--- config.mk ---
export PLATFORM = sky130hd
export DESIGN_NAME = elevator_car_request_panel_flat
export DESIGN_NICKNAME = d
export VERILOG_FILES = /design/src/rtl/elevator_car_request_panel_if.sv /design/src/rtl/elevator_car_request_panel.sv /design/src/flat_wrapper.sv
export SDC_FILE = /design/constraint.sdc
export NUM_CORES = 1
export LEC_CHECK = 0
export CAP_MARGIN = 20
export CORE_MARGIN = 10
export CORE_UTILIZATION = 25
export CTS_BUF_LIST = sky130_fd_sc_hd__clkbuf_8
export CTS_CLUSTER_SIZE = 40
export DETAILED_ROUTE_END_ITERATION = 8
export GPL_TIMING_DRIVEN = 1
export SLEW_MARGIN = 20
export SYNTH_ARGS = -nofsm -noshare
export SYNTH_HDL_FRONTEND = slang
export SYNTH_SLANG_ARGS = --single-unit
--- constraint.sdc ---
create_clock -name clk -period 4.3 [get_ports clk]
set_clock_uncertainty 0.1 [all_clocks]
set_input_delay 0.645 -clock clk [delete_from_list [all_inputs] [get_ports clk]]
set_output_delay 0.645 -clock clk [all_outputs]
set_load 0.005 [all_outputs]
--- src/rtl/elevator_car_request_panel_if.sv ---
// Request handshake between the car request panel (master) and the car request queue (slave).
interface elevator_car_request_panel_if #(
  parameter int unsigned NUM_FLOORS = 8
);
  localparam int unsigned FLOOR_W = $clog2(NUM_FLOORS);

  logic               req_valid;
  logic [FLOOR_W-1:0] req_floor;
  logic               req_ready;

  modport master (output req_valid, output req_floor, input req_ready);
  modport slave  (input req_valid, input req_floor, output req_ready);
endinterface

--- src/rtl/elevator_car_request_panel.sv ---
// In-car floor request panel: synchronise and debounce the buttons, latch one-shot
// pending requests, offer them round-robin over a valid/ready handshake and drive lamps.
// Optional feature macro: ELEVATOR_PANEL_SKIP_CURRENT_EN (drop presses of current_floor).
module elevator_car_request_panel #(
  parameter int unsigned NUM_FLOORS      = 8,
  parameter int unsigned DEBOUNCE_CYCLES = 4,
  localparam int unsigned FLOOR_W        = $clog2(NUM_FLOORS)
) (
  input  logic                  clk,
  input  logic                  reset_n,
  input  logic [NUM_FLOORS-1:0] buttons,
  input  logic [NUM_FLOORS-1:0] queue_status,
  input  logic [FLOOR_W-1:0]    current_floor,
  elevator_car_request_panel_if.master req_if,
  output logic [NUM_FLOORS-1:0] button_panel_light
);

  localparam int unsigned CNT_W = (DEBOUNCE_CYCLES > 1) ? $clog2(DEBOUNCE_CYCLES) : 1;
  localparam logic [CNT_W-1:0] CNT_MAX = CNT_W'(DEBOUNCE_CYCLES - 1);

  typedef enum logic {IDLE, OFFER} state_e;

  logic [NUM_FLOORS-1:0] sync1_q, sync2_q;
  logic [NUM_FLOORS-1:0] deb_q, deb_d, deb_prev_q;
  logic [CNT_W-1:0]      cnt_q [NUM_FLOORS];
  logic [CNT_W-1:0]      cnt_d [NUM_FLOORS];
  logic [NUM_FLOORS-1:0] pending_q, pending_d;
  logic [NUM_FLOORS-1:0] rise_c, offer_oh_c, skip_c, set_c, clr_c;
  logic [FLOOR_W-1:0]    rr_q, rr_d;
  logic [FLOOR_W-1:0]    req_floor_q, req_floor_d;
  logic                  req_valid_q, req_valid_d;
  logic [FLOOR_W-1:0]    pick_c;
  logic                  found_c;
  int unsigned           idx_c;
  state_e                state_q, state_d;

  // Two-flop synchroniser for the raw asynchronous buttons.
  always_ff @(posedge clk or negedge reset_n) begin
    if (!reset_n) begin
      sync1_q <= '0;
      sync2_q <= '0;
    end else begin
      sync1_q <= buttons;
      sync2_q <= sync1_q;
    end
  end

  // Debounce: a synced level must differ from the accepted level for DEBOUNCE_CYCLES cycles.
  always_comb begin
    deb_d = deb_q;
    for (int i = 0; i < NUM_FLOORS; i++) begin
      cnt_d[i] = '0;
      if (sync2_q[i] != deb_q[i]) begin
        if (cnt_q[i] == CNT_MAX) begin
          deb_d[i] = sync2_q[i];
        end else begin
          cnt_d[i] = cnt_q[i] + CNT_W'(1);
        end
      end
    end
  end

  // Debounce state and previous debounced level for rise detection.
  always_ff @(posedge clk or negedge reset_n) begin
    if (!reset_n) begin
      deb_q      <= '0;
      deb_prev_q <= '0;
      for (int i = 0; i < NUM_FLOORS; i++) cnt_q[i] <= '0;
    end else begin
      deb_q      <= deb_d;
      deb_prev_q <= deb_q;
      for (int i = 0; i < NUM_FLOORS; i++) cnt_q[i] <= cnt_d[i];
    end
  end

  // Press filtering: only rising edges count, minus floors already queued or on offer.
  always_comb begin
    rise_c     = deb_q & ~deb_prev_q;
    offer_oh_c = '0;
    skip_c     = '0;
    for (int i = 0; i < NUM_FLOORS; i++) begin
      offer_oh_c[i] = req_valid_q && (req_floor_q == FLOOR_W'(i));
`ifdef ELEVATOR_PANEL_SKIP_CURRENT_EN
      skip_c[i]     = (current_floor == FLOOR_W'(i));
`endif
    end
    set_c = rise_c & ~queue_status & ~offer_oh_c & ~skip_c;
  end

`ifndef ELEVATOR_PANEL_SKIP_CURRENT_EN
  logic unused_current_floor;
  assign unused_current_floor = ^current_floor;
`endif

  // Round-robin pick: first pending floor at or after rr_ptr, wrapping at NUM_FLOORS.
  always_comb begin
    found_c = 1'b0;
    pick_c  = '0;
    idx_c   = 0;
    for (int unsigned k = 0; k < NUM_FLOORS; k++) begin
      idx_c = (32'(rr_q) + k) % NUM_FLOORS;
      if (!found_c && pending_q[FLOOR_W'(idx_c)]) begin
        found_c = 1'b1;
        pick_c  = FLOOR_W'(idx_c);
      end
    end
  end

  // Offer FSM next state; a picked floor leaves pending as it goes on offer.
  always_comb begin
    state_d     = state_q;
    req_valid_d = req_valid_q;
    req_floor_d = req_floor_q;
    rr_d        = rr_q;
    clr_c       = '0;
    unique case (state_q)
      IDLE: begin
        if (found_c) begin
          req_valid_d = 1'b1;
          req_floor_d = pick_c;
          clr_c       = NUM_FLOORS'(1) << pick_c;
          state_d     = OFFER;
        end
      end
      OFFER: begin
        if (req_if.req_ready) begin
          req_valid_d = 1'b0;
          rr_d        = (req_floor_q == FLOOR_W'(NUM_FLOORS - 1)) ? '0
                                                                  : req_floor_q + FLOOR_W'(1);
          state_d     = IDLE;
        end
      end
      default: state_d = IDLE;
    endcase
    pending_d = (pending_q | set_c) & ~clr_c;
  end

  // FSM, pending set and round-robin pointer registers.
  always_ff @(posedge clk or negedge reset_n) begin
    if (!reset_n) begin
      state_q     <= IDLE;
      req_valid_q <= 1'b0;
      req_floor_q <= '0;
      rr_q        <= '0;
      pending_q   <= '0;
    end else begin
      state_q     <= state_d;
      req_valid_q <= req_valid_d;
      req_floor_q <= req_floor_d;
      rr_q        <= rr_d;
      pending_q   <= pending_d;
    end
  end

  assign req_if.req_valid   = req_valid_q;
  assign req_if.req_floor   = req_floor_q;
  assign button_panel_light = queue_status | pending_q | offer_oh_c;

endmodule

--- src/flat_wrapper.sv ---
// flat-port wrapper written by rule: the top's interface ports become plain ports
module elevator_car_request_panel_flat 
#(
  parameter int unsigned NUM_FLOORS      = 8,
  parameter int unsigned DEBOUNCE_CYCLES = 4,
  localparam int unsigned FLOOR_W        = $clog2(NUM_FLOORS)
)
  (clk, reset_n, buttons, queue_status, current_floor, button_panel_light, req_if_req_valid, req_if_req_floor, req_if_req_ready);
  elevator_car_request_panel_if #(.NUM_FLOORS(NUM_FLOORS)) req_if_i ();
  input  logic clk;
  input  logic reset_n;
  input  logic [NUM_FLOORS-1:0] buttons;
  input  logic [NUM_FLOORS-1:0] queue_status;
  input  logic [FLOOR_W-1:0] current_floor;
  output logic [NUM_FLOORS-1:0] button_panel_light;
  output wire logic [$bits(req_if_i.req_valid)-1:0] req_if_req_valid;
  output wire logic [$bits(req_if_i.req_floor)-1:0] req_if_req_floor;
  input wire logic [$bits(req_if_i.req_ready)-1:0] req_if_req_ready;
  assign req_if_req_valid = req_if_i.req_valid;
  assign req_if_req_floor = req_if_i.req_floor;
  assign req_if_i.req_ready = req_if_req_ready;
  elevator_car_request_panel #(.NUM_FLOORS(NUM_FLOORS), .DEBOUNCE_CYCLES(DEBOUNCE_CYCLES)) u_core (.clk(clk), .reset_n(reset_n), .buttons(buttons), .queue_status(queue_status), .current_floor(current_floor), .req_if(req_if_i), .button_panel_light(button_panel_light));
endmodule
==> metrics.csv, run 1 <==
stage,metric,value,unit
routing,drt_iter0_markers,114,
worst_setup_path,rr_endpoint,u_core.pending_q[0],
synth,post-synth-top-area-cell,dfrtp_1,
place,port_buffers,30,
final_layout,layoutNonFillerInstCount,485,
worst_setup_path,crit_top_cell,nor3_1,
clock_network,postCtsSetupBuffers,0,
final_layout,nNetsFinal,346,
synth,synth_cell_types,54,
worst_setup_path,cp.arrival,3430,ps
final_layout,area_growth,21.1,%
global_routing,grt_max_degree,37,
clock_network,cts_tree,built,
worst_setup_path,endpoint,u_core.pending_q[0],
place,dp_slack,1030,ps
clock_network,insertion_delay,330,ps
sta,maxSlewHeadroom,0.481,
worst_setup_path,path_max_fanout,9,
global_routing,grt_pass1_wl,12000,um
sta,clock.fmax,0.300,GHz
power,powerDensity,798,mW/mm2
routing,postRouteAntennaNets,0,
place,gp_congestion,0.800,
worst_hold_path,hold_class,reg -> reg,
synth,synth_top_area_share,0.490,
synth,syn_inst,272,
power,ir_drop,0.000266,V
clock_network,ctsResizeCount,0,
global_routing,busiest_layer,met2,
global_routing,grt_overflow,0,
sta,setup-violations-final,0,
final_layout,regArea,0.00160,mm2
global_routing,antenna_found_initial,0,
synth,syn_area,0.00327,mm2
clock_network,cts_hold_buf,0,
synth,yosysWarningCount,0,
final_layout,final_area,0.00396,mm2
die,die_h,134,um
final_layout,multiInputGateArea,0.00154,mm2
die,dieArea,0.0180,mm2
global_routing,grt_usage,0.0825,
sta,slew_violations,0,
worst_setup_path,path_cells,inv_1 > ha_1 > mux4_2 > nor3_1 > nor4_4 > nor3_1 > a211oi_1 > a22oi_4 > nor3b_1 > a21oi_1,
die,die_w,134,um
sta,worst_slew_pin_slew,779,ps
worst_setup_path,critPathSlowestCell,nor4_4,
worst_setup_path,rrSetupSlack,970,ps
synth,ys_seq_elements,64,
clock_network,cts_buffer_depth,2,
sta,rsz0062_at_grt,false,
worst_setup_path,critPathRequiredTime,4400,ps
final_layout,drive_gt1_frac,0.153,
outcome,status,completed,
synth,synth_ff_type,dfrtp_1,
synth,synthesis.nets,310,
sta,final.setup.tns,0,ps
routing,route.detailed.drc,0,
worst_setup_path,worstReg2RegStart,u_core.rr_q[0],
job,cap_viol_max_count,0,
synth,async_reset_ff_frac,1.00,
global_routing,use_met3,0.0224,
sta,period_needed,3330,ps
synth,synth-edff-count,0,
place,placed_cells,469,
place,place_area,0.00374,mm2
routing,drt_wl_total,6880,um
routing,wl_per_cell,14.2,um
final_layout,fill_cells,1340,
clock_network,cts_inserted_buffers,9,
synth,ys_top_cells_by_area,"dfrtp_1, ha_1, mux4_2",
die,io_pins,34,
clock_network,path_clk_slew,70,ps
worst_setup_path,startpoint,u_core.rr_q[0],
sta,hold_viol,0,
synth,synth-seq-area-share,0.490,
worst_setup_path,start_kind,register,
clock_network,root_buffer,clkbuf_8,
die,initial_core_util,0.257,
global_routing,use_met2,0.136,
sta,finalHoldWorstSlack,247,ps
clock_network,cts.sinks,64,
clock_network,htreeDepth,3,
global_routing,met1_usage,0.0985,
final_layout,n_antenna_cell,0,
power,p_leak,1.65,nW
sta,fin_crit_sh,0.775,
global_routing,grt_pass1_vias,2368,
worst_setup_path,reg2reg_depth,10,
worst_setup_path,cpPeakStageDelay,530,ps
die,core-area,0.0127,mm2
routing,avgViaCountPerCell,4.61,
worst_setup_path,worstSetupEndpointType,register,
routing,num_vias,2234,
worst_setup_path,worst-setup-path-type,reg -> reg,
die,rows,41,
routing,drt_pass1_iterations,4,
synth,avgSynthCellArea,12.0,um2
place,dp_hpwl,5160,um
sta,timing.final.ws_setup,968,ps
==> registers in the layout, indices dropped and copies added, names as in the netlist <==
| name | flops |
|---|---|
| u_core.req_if.req_valid | 1 |
| u_core.deb_prev_q | 8 |
| u_core.cnt_q | 16 |
| u_core.state_q | 1 |
| u_core.sync2_q | 8 |
| u_core.req_if.req_floor | 3 |
| u_core.pending_q | 8 |
| u_core.rr_q | 3 |
| u_core.deb_q | 8 |
| u_core.sync1_q | 8 |
==> worst min path at each step <==
stage	slack (ps)	to	cells past startpoint	start
global route	250	u_core.sync2_q[7]	0	u_core.sync1_q[7]
CTS	250	u_core.sync2_q[7]	0	u_core.sync1_q[7]
finish	250	u_core.sync2_q[6]	0	u_core.sync1_q[6]
global placement	230	u_core.sync2_q[5]	0	u_core.sync1_q[5]
detailed placement	230	u_core.sync2_q[2]	0	u_core.sync1_q[2]
floorplan	230	u_core.sync2_q[0]	0	u_core.sync1_q[0]
==> final cells by class <==
type,count,share of cell area
Tap cell,172,0.0544
Inverter,17,0.0161
Timing Repair Buffer,33,0.0804
Sequential cell,64,0.405
Clock inverter,6,0.0193
Clock buffer,10,0.0348
Multi-Input combinational cell,183,0.390
==> layer usage <==
metal,up-vias,wire [um],part of all wire
li1,1065,-,-
met1,1119,3130,0.45
met2,41,3390,0.49
met3,9,239,0.035
met4,0,123,0.018
met5,-,0,0
==> stage by stage <==
stage           util  power (W)
6_report       0.311    0.00316
5_1_grt        0.311    0.00342
4_1_cts        0.311    0.00319
3_5_place_dp   0.294    0.00262
3_3_place_gp   0.294    0.00257
2_1_floorplan      -    0.00221
==> cells in the final DEF, fill, tap and decap left out, types with 3 or more instances in the layout <==
master and count:
a21oi_1 14, a31oi_1 14, buf_4 3, clkbuf_8 10, clkdlybuf4s50_1 29, dfrtp_1 64, ha_1 16, inv_1 20
mux2_2 12, mux2i_1 7, mux4_2 7, nand2_1 12, nand2b_1 12, nor2_1 3, nor2b_1 11, nor3_1 15
nor3b_1 3, o21a_1 3, o21ai_0 4, o22ai_1 3, xnor2_1 10
==> where the power goes <==
part	switching (W)	leakage [nW]	total, W	internal (W)
sequential	0.000183	0.764	0.000994	0.000810
clock	0.000213	0.120	0.000548	0.000335
combinational	0.000876	0.766	0.00162	0.000740
==> Yosys cell counts, drive strengths merged, types with 2 or more instances <==
master / n
buf: 5
nand2b: 13
mux2: 14
ha: 16
a21oi: 16
a31oi: 14
and3: 3
dfrtp: 64
a211oi: 2
nand2: 12
a21o: 2
o21a: 3
nor2b: 11
nor2: 3
mux2i: 7
nor3: 16
clkbuf: 2
nor3b: 3
xnor2: 10
o22ai: 3
mux4: 8
inv: 17
nor4: 5
o21ai: 5
==> logic make-up after synthesis <==
family,share of synthesized area
muxes,0.127
DFF,0.490
and+or+nand+nor,0.137
adders and majority gates,0.0613
AOI/OAI and AO/OA,0.118
xor gates and xnor gates,0.0295
buffers and inverters,0.0375
==> critical path: cells and delay by family (launching register included) <==
kind,cells,cell delay [ps]
mux,1,390
compound gates,3,680
buf+inv,1,100
simple gates,4,1100
fa+ha+maj,1,480
flops,1,350
Note: power is estimated with default switching activity, not from simulation.
==> run 2, diff against run 1 <==
==> constraint.sdc (replaced) <==
create_clock -name clk -period 3 [get_ports clk]
set_clock_uncertainty 0.1 [all_clocks]
set_input_delay 0.45 -clock clk [delete_from_list [all_inputs] [get_ports clk]]
set_output_delay 0.45 -clock clk [all_outputs]
set_load 0.005 [all_outputs]
==> run 2 against run 1 <==
Sequential power increased by 42%. Setup slack got worse by 910 ps. Sequential cell count unchanged. Highest routed layer unchanged. Clock power increased by 24%. Power increased by 65%. Critical endpoint is now u_core.pending_q[3].
==> metrics.csv, run 2 (same netlist as run 1, synthesis figures left out) <==
stage,metric,value,unit,change
die,dieArea,0.0180,mm2,unchanged
power,powerDensity,1210,mW/mm2,was 798 mW/mm2
global_routing,grt_pass1_wl,12300,um,"was 12,000 um"
final_layout,area_growth,32.3,%,was 21.1%
routing,num_vias,2338,,"was 2,234"
power,power,0.00522,W,was 0.00316 W
clock_network,path_clk_slew,70,ps,about the same
routing,postRouteAntennaNets,0,,unchanged
worst_setup_path,critPathRequiredTime,3110,ps,was 4400 ps
place,place_area,0.00393,mm2,was 0.00374 mm2
final_layout,final_cell_mix,"dfrtp_1, clkdlybuf4s50_1, buf_4",,"was dfrtp_1, clkdlybuf4s50_1, inv_1"
clock_network,root_buffer,clkbuf_8,,unchanged
final_layout,largest-register,u_core.cnt_q,,unchanged
routing,drt_pass1_iterations,4,,unchanged
worst_hold_path,hold_path.startpoint,u_core.sync1_q[2],,was u_core.sync1_q[6]
final_layout,final_area,0.00432,mm2,was 0.00396 mm2
final_layout,n_antenna_cell,0,,unchanged
die,initial_core_util,0.257,,unchanged
worst_setup_path,worstSetupEndpointType,register,,unchanged
clock_network,insertion_delay,340,ps,was 330 ps
final_layout,final_common_cell,dfrtp_1,,unchanged
final_layout,nNetsFinal,377,,was 346
sta,setup-violations-final,0,,unchanged
power,p_leak,1.80,nW,was 1.65 nW
sta,maxSlewHeadroom,0.663,,was 0.481
worst_setup_path,path_cells,buf_6 > mux4_2 > buf_4 > nor3_2 > nor4_4 > a2111o_1 > and3_4 > a22oi_4 > and3b_1 > a21oi_1,,was inv_1 > ha_1 > mux4_2 > nor3_1 > nor4_4 > nor3_1 > a211oi_1 > a22oi_4 > nor3b_1 > a21oi_1
place,port_buffers,30,,unchanged
sta,period_needed,2940,ps,was 3330 ps
worst_hold_path,hold_class,reg -> reg,,unchanged
global_routing,antenna_found_initial,0,,unchanged
routing,avgViaCountPerCell,4.53,,was 4.61
sta,rsz0062_at_grt,true,,was false
worst_setup_path,worst-setup-path-type,reg -> reg,,unchanged
sta,final.setup.tns,0,ps,unchanged
clock_network,cts_tree,built,,unchanged
final_layout,drive_gt1_frac,0.285,,was 0.153
worst_setup_path,timing.critical_path.buf_inv,2,,was 1
power,ir_drop,0.000469,V,was 0.000266 V
sta,fin_crit_sh,0.980,,was 0.775
worst_setup_path,path_max_fanout,11,,was 9
routing,drt_iter0_markers,58,,was 114
clock_network,cts.sinks,64,,unchanged
clock_network,cts_inserted_buffers,9,,unchanged
routing,wl_per_cell,14.4,um,was 14.2 um
die,rows,41,,unchanged
routing,route.detailed.drc,0,,unchanged
worst_setup_path,start_kind,register,,unchanged
die,die_h,134,um,unchanged
global_routing,grt_usage,0.0838,,was 0.0825
sta,clock.fmax,0.340,GHz,was 0.300 GHz
worst_setup_path,rr_endpoint,u_core.pending_q[3],,was u_core.pending_q[0]
clock_network,htreeDepth,3,,unchanged
worst_hold_path,min_to,u_core.sync2_q[2],,was u_core.sync2_q[6]
die,io_pins,34,,unchanged
global_routing,grt_max_degree,35,,was 37
die,core-area,0.0127,mm2,unchanged
worst_setup_path,cpLargestDelayFamily,simple AND/OR/NAND/NOR gates,,unchanged
worst_setup_path,reg2reg_depth,10,,unchanged
final_layout,final_util,0.340,,was 0.311
routing,drt_wl_total,7440,um,was 6880 um
sta,hold_viol,0,,unchanged
global_routing,grt_overflow,0,,unchanged
final_layout,largest_reg_flops,16,,unchanged
worst_setup_path,cpPeakStageDelay,570,ps,was 530 ps
die,die_w,134,um,unchanged
worst_setup_path,rrSetupSlack,60,ps,was 970 ps
outcome,status,completed,,unchanged
sta,worst_slew_pin_slew,502,ps,was 779 ps
worst_hold_path,holdPathStages,0,,unchanged
worst_setup_path,cp.arrival,3050,ps,was 3430 ps
sta,slew_violations,0,,unchanged
job,cap_viol_max_count,0,,unchanged
worst_setup_path,worstReg2RegStart,u_core.rr_q[0],,unchanged
place,gp_congestion,0.801,,was 0.800
clock_network,cts_buffer_depth,2,,unchanged
global_routing,grt_pass1_vias,2492,,"was 2,368"
worst_setup_path,critPathSlowestCell,mux4_2,,was nor4_4
place,dp_hpwl,5530,um,was 5160 um
-- run 2: changes by cell type in the layout (fill, tap and decap cells not counted), sizes merged --
cell / previous run / this run
mux4: 8 / 9
clkbuf: 10 / 9
buf: 4 / 33
bufinv: 2 / 1
clkinv: 1 / 3
dlygate4sd3: 0 / 1
-- run 2: worst reg2reg max path: stages (launching register included) --
cell	delay, ps
dfrtp_1	370
buf_6	180
mux4_2	570
buf_4	180
nor3_2	230
nor4_4	130
a2111o_1	350
and3_4	200
a22oi_4	200
and3b_1	220
a21oi_1	70
-- run 2: worst max-delay path by stage --
stage                   startpoint                   to  slack, ps  cells after the start
global route        u_core.rr_q[0]  u_core.pending_q[1]        -70                     11
global placement    u_core.rr_q[0]  u_core.pending_q[2]         40                     10
finish              u_core.rr_q[0]  u_core.pending_q[3]         60                     10
floorplan           u_core.rr_q[1]  u_core.pending_q[1]         50                     13
detailed placement  u_core.rr_q[1]  u_core.pending_q[6]        -10                      8
CTS                 u_core.rr_q[1]  u_core.pending_q[0]         10                     10
-- run 2: area by class of cell --
| type | count | area (um2) |
|---|---|---|
| inverters | 17 | 63.8 |
| multi-input cells | 184 | 1710 |
| repair buffers | 63 | 557 |
| well taps | 172 | 215 |
| flip-flops and latches | 64 | 1600 |
| clock inverters | 7 | 56.3 |
| fillers | 1325 | 8400 |
| clock buffers | 9 | 124 |
-- run 2: report_power, final --
group          total [W]  switching [W]  internal, W
registers        0.00141       0.000252      0.00116
clock network   0.000681       0.000311     0.000370
logic            0.00313        0.00153      0.00160
total            0.00522        0.00209      0.00313
-- run 2: metrics by stage --
stage | hold slack, ps | worst slack [ps] | instances
5_1_grt | 255 | -68.5 | 516
3_3_place_gp | 208 | 36.3 | 493
6_report | 247 | 60.6 | 516
2_1_floorplan | 54.4 | 46.7 | 272
4_1_cts | 246 | 10.7 | 510
3_5_place_dp | 211 | -10.8 | 493
-- run 2: per-layer routing --
metal / wire, um / global-route usage / vias to the layer above
met3: 311 / 0.0220 / 7
met4: 96 / 0.0369 / 0
met5: 0 / 0 / -
met1: 3340 / 0.0993 / 1161
met2: 3690 / 0.139 / 35
li1: - / - / 1135
-- run 2: what timing repair did --
| action | in CTS | in global routing |
|---|---|---|
| hold buffers | 1 | 0 |
| cloned | 0 | 1 |
| setup endpoints to repair | 7 | 12 |
| gates resized for setup | 2 | 25 |
| buffers inserted | 0 | 5 |
| pin swaps | 0 | 5 |
| endpoints found under the hold margin | 7 | 0 |
==> run 3, diff against run 2 <==
--- a/config.mk
+++ b/config.mk
@@ -12,6 +12,7 @@
 export CTS_CLUSTER_SIZE = 40
 export DETAILED_ROUTE_END_ITERATION = 8
 export GPL_TIMING_DRIVEN = 1
+export PLACE_DENSITY = 0.48
 export SLEW_MARGIN = 20
 export SYNTH_ARGS = -nofsm -noshare
 export SYNTH_HDL_FRONTEND = slang
==> run 3 against run 2 <==
Critical endpoint is now u_core.pending_q[0]. Cell area is 4.7% higher. Worst hold slack worse by 230 ps. Sequential cell count stayed put. Non-clock buffer count is 18 higher.
==> metrics.csv, run 3 (same netlist as run 1, synthesis figures left out) <==
stage,metric,value,unit,change
outcome,status,completed,,unchanged
power,ir_drop,0.000328,V,was 0.000469 V
die,dieArea,0.0180,mm2,unchanged
clock_network,root_buffer,clkbuf_8,,unchanged
routing,avgViaCountPerCell,4.56,,was 4.53
worst_setup_path,timing.critical_path.buf_inv,3,,was 2
worst_setup_path,critPathSlowestCell,nor4_4,,was mux4_2
final_layout,largest-register,u_core.cnt_q,,unchanged
sta,slew_violations,0,,unchanged
place,gp_congestion,0.816,,was 0.801
global_routing,grt_usage,0.0855,,was 0.0838
global_routing,grt_pass1_wl,12500,um,"was 12,300 um"
routing,postRouteAntennaNets,0,,unchanged
place,dp_slack,-98.8,ps,was -10.8 ps
final_layout,regArea,0.00160,mm2,unchanged
job,cap_viol_max_count,0,,unchanged
sta,hold_viol,0,,unchanged
final_layout,multiInputGateArea,0.00176,mm2,was 0.00171 mm2
worst_setup_path,rr_endpoint,u_core.pending_q[0],,was u_core.pending_q[3]
final_layout,drive_gt1_frac,0.346,,was 0.285
final_layout,final_cell_mix,"dfrtp_1, buf_4, clkdlybuf4s50_1",,"was dfrtp_1, clkdlybuf4s50_1, buf_4"
final_layout,nNetsFinal,394,,was 377
die,io_pins,34,,unchanged
clock_network,path_clk_slew,70,ps,about the same
place,port_buffers,30,,unchanged
sta,worst_slew_pin_slew,590,ps,was 502 ps
clock_network,cts_hold_buf,0,,was 1
final_layout,final_common_cell,dfrtp_1,,unchanged
worst_setup_path,worstSetupEndpointType,register,,unchanged
sta,rsz0062_at_grt,true,,unchanged
routing,route.detailed.drc,0,,unchanged
sta,maxSlewHeadroom,0.604,,was 0.663
worst_setup_path,crit_top_cell,buf_6,,
routing,drt_iter0_markers,159,,was 58
final_layout,n_antenna_cell,0,,unchanged
worst_setup_path,critPathRequiredTime,3110,ps,about the same
die,die_w,134,um,unchanged
worst_setup_path,cp.arrival,3110,ps,was 3050 ps
routing,drt_pass1_iterations,4,,unchanged
place,placed_cells,498,,was 493
clock_network,cts_tree,built,,unchanged
routing,wl_per_cell,14.6,um,was 14.4 um
power,powerDensity,1260,mW/mm2,was 1210 mW/mm2
routing,drt_wl_total,7790,um,was 7440 um
sta,timing.final.ws_setup,1.59,ps,was 60.6 ps
sta,setup-violations-final,0,,unchanged
sta,fin_crit_sh,0.999,,was 0.980
clock_network,insertion_delay,330,ps,was 340 ps
final_layout,layoutNonFillerInstCount,533,,was 516
final_layout,largest_reg_flops,16,,unchanged
worst_hold_path,hold_class,in -> async,,was reg -> reg
die,rows,41,,unchanged
global_routing,grt_overflow,0,,unchanged
worst_setup_path,cpLargestDelayFamily,simple AND/OR/NAND/NOR gates,,unchanged
worst_setup_path,reg2reg_depth,12,,was 10
worst_setup_path,path_max_fanout,6,,was 11
sta,clock.fmax,0.334,GHz,was 0.340 GHz
global_routing,antenna_found_initial,0,,unchanged
global_routing,grt_pass1_vias,2476,,"was 2,492"
worst_setup_path,worst-setup-path-type,reg -> reg,,unchanged
clock_network,cts_inserted_buffers,9,,unchanged
worst_setup_path,rrSetupSlack,2,ps,was 60 ps
worst_setup_path,worstReg2RegStart,u_core.rr_q[1],,was u_core.rr_q[0]
worst_setup_path,cpPeakStageDelay,580,ps,was 570 ps
die,initial_core_util,0.257,,unchanged
sta,finalHoldWorstSlack,19.7,ps,was 247 ps
final_layout,fill_cells,1320,,"was 1,325"
final_layout,area_growth,38.6,%,was 32.3%
routing,num_vias,2428,,"was 2,338"
clock_network,cts_buffer_depth,2,,unchanged
clock_network,cts.sinks,64,,unchanged
clock_network,htreeDepth,3,,unchanged
worst_setup_path,path_cells,inv_2 > ha_4 > mux4_2 > buf_6 > nor3_4 > nor4_4 > nor3_2 > a211oi_2 > a22oi_4 > buf_6 > nor3b_4 > a21oi_1,,was buf_6 > mux4_2 > buf_4 > nor3_2 > nor4_4 > a2111o_1 > and3_4 > a22oi_4 > and3b_1 > a21oi_1
global_routing,grt_max_degree,27,,was 35
worst_setup_path,start_kind,register,,unchanged
sta,period_needed,3000,ps,was 2940 ps
sta,final.setup.tns,0,ps,unchanged
place,dp_hpwl,5680,um,was 5530 um
worst_setup_path,cp.depth,12,,was 10
die,die_h,134,um,unchanged
die,core-area,0.0127,mm2,unchanged
power,p_leak,1.92,nW,was 1.80 nW
[run 3: cell types whose count changed in the layout (fill, tap and decap cells not counted), sizes merged]
| cell | change |
|---|---|
| clkinvlp | +1 |
| mux4 | -1 |
| clkbuf | +1 |
| inv | -1 |
| buf | +19 |
| bufinv | -1 |
| dlygate4sd3 | -1 |
[run 3: final cells by class]
type | count | share of cell area
multi-input combinational | 183 | 0.389
sequential | 64 | 0.354
timing repair buffer | 81 | 0.157
tap | 172 | 0.0475
clock buffer | 10 | 0.0304
inverter | 17 | 0.0141
clock inverter | 6 | 0.00829
[run 3: worst max-delay path by stage]
stage              startpoint                   to
5_1_grt        u_core.rr_q[1]  u_core.pending_q[0]
3_3_place_gp   u_core.rr_q[0]  u_core.pending_q[6]
2_1_floorplan  u_core.rr_q[1]  u_core.pending_q[1]
6_report       u_core.rr_q[1]  u_core.pending_q[0]
3_5_place_dp   u_core.rr_q[0]  u_core.pending_q[6]
4_1_cts        u_core.rr_q[1]  u_core.pending_q[3]
[run 3: timing repair]
item	in CTS	in global routing
cloned	0	0
buffers inserted	1	19
setup endpoints to repair	9	12
endpoints found under the hold margin	0	0
pin swaps	0	20
resized for setup	3	43
[run 3: power by group]
group / total [W] / switching (W) / internal [W]
sequential: 0.00141 / 0.000246 / 0.00116
combinational: 0.00365 / 0.00175 / 0.00190
clock: 0.000633 / 0.000316 / 0.000317
[run 3: per-layer routing]
layer  vias up  global-route usage  share of wire
met5         -                   0              0
met4         0              0.0254          0.013
li1       1159                   -              -
met3         9              0.0224          0.025
met1      1221               0.106           0.45
met2        39               0.142           0.51
[run 3: stage by stage]
stage | util | power (W) | instance area (um2)
after floorplan | - | 0.00319 | 3270
after detailed placement | 0.312 | 0.00428 | 3970
final | 0.356 | 0.00569 | 4530
after CTS | 0.327 | 0.00498 | 4160
after global routing | 0.356 | 0.00613 | 4530
after global placement | 0.312 | 0.00424 | 3970
